--- config.mk ---
export PLATFORM = sky130hd
export DESIGN_NAME = fetch_sequencer
export DESIGN_NICKNAME = d
export VERILOG_FILES = /design/src/rtl/fetch_ctrl_pkg.sv /design/src/rtl/sat_counter.sv /design/src/rtl/fetch_sequencer.sv
export SDC_FILE = /design/constraint.sdc
export NUM_CORES = 1
export LEC_CHECK = 0
export ABC_AREA = 1
export CAP_MARGIN = 20
export CORE_ASPECT_RATIO = 1.1
export CORE_MARGIN = 2
export CORE_UTILIZATION = 49
export CTS_BUF_LIST = sky130_fd_sc_hd__clkbuf_16
export CTS_CLUSTER_SIZE = 40
export DETAILED_ROUTE_END_ITERATION = 10
export PLACE_DENSITY = 0.89
export SLEW_MARGIN = 20
export SYNTH_ARGS = -nofsm -noshare
export SYNTH_HDL_FRONTEND = slang
export SYNTH_SLANG_ARGS = --single-unit
--- constraint.sdc ---
create_clock -name clk -period 4.4 [get_ports clk]
set_input_delay 0.88 -clock clk [delete_from_list [all_inputs] [get_ports clk]]
set_output_delay 0.88 -clock clk [all_outputs]
set_load 0.02 [all_outputs]
--- src/rtl/fetch_ctrl_pkg.sv ---
// Shared definitions for the fetch-stage PC controller: sequencer states,
// default PC geometry and the word-alignment helper used on redirect targets.
package fetch_ctrl_pkg;

    typedef enum logic [1:0] {
        ST_BOOT  = 2'd0,
        ST_RUN   = 2'd1,
        ST_FLUSH = 2'd2,
        ST_HALT  = 2'd3
    } fetch_state_e;

    localparam int                  PC_WIDTH = 6;
    localparam logic [PC_WIDTH-1:0] RESET_PC = '0;

    // Redirect targets are forced onto a word boundary; the dropped bits feed misalign.
    function automatic logic [PC_WIDTH-1:0] align_word(input logic [PC_WIDTH-1:0] addr);
        return {addr[PC_WIDTH-1:2], 2'b00};
    endfunction

endpackage

--- src/rtl/sat_counter.sv ---
// Up-counter with synchronous clear that sticks at all-ones instead of wrapping.
module sat_counter #(
    parameter int WIDTH = 8
) (
    input  logic             clk,
    input  logic             clr_i,
    input  logic             en_i,
    output logic [WIDTH-1:0] count_o
);

    logic [WIDTH-1:0] count_q;
    logic [WIDTH-1:0] count_d;

    always_comb begin
        count_d = count_q;
        if (en_i && (count_q != {WIDTH{1'b1}})) begin
            count_d = count_q + 1'b1;
        end
    end

    always_ff @(posedge clk) begin
        if (clr_i) begin
            count_q <= '0;
        end else begin
            count_q <= count_d;
        end
    end

    assign count_o = count_q;

endmodule

--- src/rtl/fetch_sequencer.sv ---
// Fetch-stage PC controller: picks the next PC from sequential, branch, jump,
// stall and halt requests and tells the IF stage when to squash its latch.
module fetch_sequencer #(
    parameter int                  PC_WIDTH     = fetch_ctrl_pkg::PC_WIDTH,
    parameter logic [PC_WIDTH-1:0] RESET_PC     = fetch_ctrl_pkg::RESET_PC,
    parameter int                  FLUSH_CYCLES = 1,
    parameter int                  CNT_WIDTH    = 8
) (
    input  logic                 clk,
    input  logic                 rst,
    input  logic                 stall,
    input  logic                 branch_taken,
    input  logic [PC_WIDTH-1:0]  branch_target,
    input  logic                 jump,
    input  logic [PC_WIDTH-1:0]  jump_target,
    input  logic                 halt_req,
    input  logic                 resume,
    output logic [PC_WIDTH-1:0]  PC,
    output logic                 IF_Flush,
    output logic                 fetch_valid,
    output logic                 misalign,
    output logic [CNT_WIDTH-1:0] redirect_count
);

    import fetch_ctrl_pkg::*;

    // Flush cycles spent in FLUSH after the accepting cycle itself.
    localparam logic [1:0] FLUSH_LOAD = 2'(FLUSH_CYCLES - 1);

    fetch_state_e        state_q, state_d;
    logic [PC_WIDTH-1:0] pc_q, pc_d;
    logic [1:0]          flush_cnt_q, flush_cnt_d;
    logic                misalign_q, misalign_d;
    logic                redirect;
    logic                redirect_accept;
    logic [PC_WIDTH-1:0] target;
    logic [PC_WIDTH-1:0] pc_inc;

    assign redirect = branch_taken | jump;
    assign target   = branch_taken ? branch_target : jump_target;
    assign pc_inc   = pc_q + PC_WIDTH'(4);

    always_comb begin
        state_d         = state_q;
        pc_d            = pc_q;
        flush_cnt_d     = flush_cnt_q;
        misalign_d      = misalign_q;
        redirect_accept = 1'b0;
        IF_Flush        = 1'b1;
        fetch_valid     = 1'b0;

        unique case (state_q)
            ST_BOOT: begin
                state_d = ST_RUN;
            end
            ST_RUN: begin
                if (redirect) begin
                    redirect_accept = 1'b1;
                    pc_d            = align_word(target);
                    misalign_d      = misalign_q | (target[1:0] != 2'b00);
                    if (FLUSH_CYCLES > 1) begin
                        state_d     = ST_FLUSH;
                        flush_cnt_d = FLUSH_LOAD;
                    end
                end else if (halt_req) begin
                    state_d = ST_HALT;
                end else if (stall) begin
                    IF_Flush = 1'b0;
                end else begin
                    pc_d        = pc_inc;
                    IF_Flush    = 1'b0;
                    fetch_valid = 1'b1;
                end
            end
            ST_FLUSH: begin
                // A fresh redirect restarts the bubble train; halt_req is not honoured here.
                if (redirect) begin
                    redirect_accept = 1'b1;
                    pc_d            = align_word(target);
                    misalign_d      = misalign_q | (target[1:0] != 2'b00);
                    flush_cnt_d     = FLUSH_LOAD;
                end else begin
                    if (!stall) begin
                        pc_d = pc_inc;
                    end
                    flush_cnt_d = flush_cnt_q - 2'd1;
                    if (flush_cnt_q <= 2'd1) begin
                        state_d = ST_RUN;
                    end
                end
            end
            ST_HALT: begin
                if (resume) begin
                    state_d = ST_RUN;
                end
            end
            default: begin
                state_d = ST_BOOT;
            end
        endcase

        if (rst) begin
            IF_Flush    = 1'b1;
            fetch_valid = 1'b0;
        end
    end

    always_ff @(posedge clk) begin
        if (rst) begin
            state_q     <= ST_BOOT;
            pc_q        <= RESET_PC;
            flush_cnt_q <= 2'd0;
            misalign_q  <= 1'b0;
        end else begin
            state_q     <= state_d;
            pc_q        <= pc_d;
            flush_cnt_q <= flush_cnt_d;
            misalign_q  <= misalign_d;
        end
    end

    sat_counter #(
        .WIDTH (CNT_WIDTH)
    ) u_redirect_cnt (
        .clk     (clk),
        .clr_i   (rst),
        .en_i    (redirect_accept),
        .count_o (redirect_count)
    );

    assign PC       = pc_q;
    assign misalign = misalign_q;

endmodule

==> metrics.cfg <==
[finish]
synthToLayoutAreaGrowth_pct=35.3
fin_util_pct=69.6
drive_above_1_share_pct=11.2
diodes=0
fin_cells=226
fillCellCount=185
layout.nets=222

[critical_path]
cp-end-kind=primary output
cp_data_arrival_time_ps=2770
cp.required_ps=3520
worstPathMaxFanout=10
cp-start-kind=input pin
worstSetupPathType=input pin to primary output

[synth]
synth_area_um2=1150
ys_ff_latch=17
syn_inst=163
synth_common_cells=nand2_1, inv_1, nor2_1
synth_ff_type=dfxtp_1
synth.most_common_cell=nand2_1
synthTopCellsByArea=dfxtp_1, nand2_1, ha_1, inv_1, nor2_1
synthArstFlopShare_pct=0
yosysSeqAreaShare_pct=29.7
synth.distinct_cells=33
avgSynthCellArea_um2=7.04
synth_edf_count=0
synth_top_area_share_pct=29.7
synth_top_cell_by_area=dfxtp_1
synth_warnings=0

[die]
start_util_pct=51.5
die_y_um=54.8
num_rows=18
die_area_um2=2740
die_w_um=50.1
io-pin-count=36
core_area_um2=2230

[grt]
grt_pass1_wl_mm=4.34
antenna_found_initial=0
grt_max_degree=13
grt_pass1_vias=1054
grt_overflow=0
grt_use_total_pct=20.6

[sta]
finalWorstSetupSlack_ps=746
totalNegativeSetupSlack_ps=0
setup_viol_count_final=0
fin_skew_ps=3.40
timing.final.crit_period_ps=3650
rsz0062_at_grt=false
max_freq_ghz=0.274
hold_viol_final=0
slew_violations=0
hold-worst-slack_ps=469
fin_crit_sh_pct=83.1

[worst_hold_path]
hold_path.class=flop to flop

[route]
dr.pass1.iters=4
vias=1142
wire_per_inst_um=11.3
ant_nets=0
viasPerCell=5.05
drtIter0Drc=22
drt-total-wl_mm=2.55
drc=0

[power_and_ir_drop]
ir_drop_uv=294
power.density_nw_per_um2=464
total_leakage_power_nw=0.664

[clock_tree]
clk_pin_slew_worst_paths_ps=50
clk_latency_ps=250
cts_sinks=17
cts_buffer_depth=2
htree_levels=1
post_cts_resized=0
cts_made_buffers=3
ctsHoldBuffers=0
root_buffer=clkbuf_16
cts_tree=built
postCtsSetupBuffers=0

[placement]
routabilityCongestion=0.782
placed_cells=222
port_buffers=33
hpwl_mm=2.03
place_ws_ps=732

[run]
drv_cap=0

[run_status]
outcome=completed

worst max-delay path, cell delays in order:
cell and delay [ps]:
clkdlybuf4s50_1 700, clkinv_1 350, nand4_1 220, clkdlybuf4s50_1 620
cell families (layout without fill, tap and decap cells):
family | after synthesis | in the layout | share of synthesized area [%]
buffers and inverters | 27 | 59 | 11.4
xor gates and xnor gates | 2 | 2 | 1.53
and+or+nand+nor | 86 | 86 | 38.7
DFF | 17 | 17 | 29.7
adders and majority gates | 6 | 6 | 6.54
other | 1 | 2 | 0.327
AOI/OAI and AO/OA | 24 | 24 | 11.8
area by class of cell:
| class | count | area (um2) | share of cell area (%) |
|---|---|---|---|
| flip-flops and latches | 17 | 340 | 21.9 |
| multi-input cells | 120 | 679 | 43.8 |
| repair buffers | 33 | 330 | 21.3 |
| well taps | 30 | 37.5 | 2.42 |
| clock buffers | 3 | 75.1 | 4.83 |
| clock inverters | 1 | 5.00 | 0.322 |
| inverters | 22 | 85.1 | 5.48 |
path summary, 6_finish.rpt:
path | startpoint | to | slack, ps | cells after the start
worst max register to register | state_q[0]$_SDFFE_PP0P_ | PC[4]$_SDFFE_PP0P_ | 2790 | 8
worst min register to register | misalign$_SDFFE_PP0P_ | misalign$_SDFFE_PP0P_ | 470 | 1
worst max-delay path | rst | IF_Flush | 750 | 4
worst min-delay path | misalign$_SDFFE_PP0P_ | misalign$_SDFFE_PP0P_ | 470 | 1
stage by stage:
stage | power [mW] | instance area (um2)
final | 0.721 | 1550
after global routing | 0.767 | 1550
after CTS | 0.722 | 1550
after detailed placement | 0.539 | 1470
after global placement | 0.527 | 1470
after floorplan | 0.446 | 1150
routing by layer:
metal | wire (um) | GRT usage, % | share of wire, % | vias to the layer above
li1 | - | - | - | 585
met1 | 1110 | 23.5 | 44 | 503
met2 | 1240 | 38.4 | 49 | 49
met3 | 139 | 3.01 | 5.5 | 5
met4 | 51 | 9.26 | 2.0 | 0
met5 | 0 | 0 | 0 | -
layout by cell type (no fill, tap or decap), drive strengths merged:
cell           count
nand3             11
a21oi             12
xor2               1
ha                 6
dfxtp             17
nand4              5
o211ai             1
nand3b             1
conb               2
clkinv             2
nor3               3
inv               21
o21ai              9
a211oi             1
clkdlybuf4s50     33
clkbuf             3
nand2             41
xnor2              1
o21a               1
or2                1
nor2              24
registers in the layout, indices dropped and copies added (netlist names):
| name | count |
|---|---|
| PC | 4 |
| flush_cnt_q | 2 |
| misalign | 1 |
| state_q | 2 |
| u_redirect_cnt.count_o | 8 |
where the power goes:
part	total [mW]	switching, mW	leakage [nW]	internal, mW
logic	0.316	0.182	0.484	0.135
clock network	0.179	0.0572	0.0409	0.121
registers	0.226	0.0366	0.139	0.189
No activity file was read; power rests on OpenSTA's default activity.
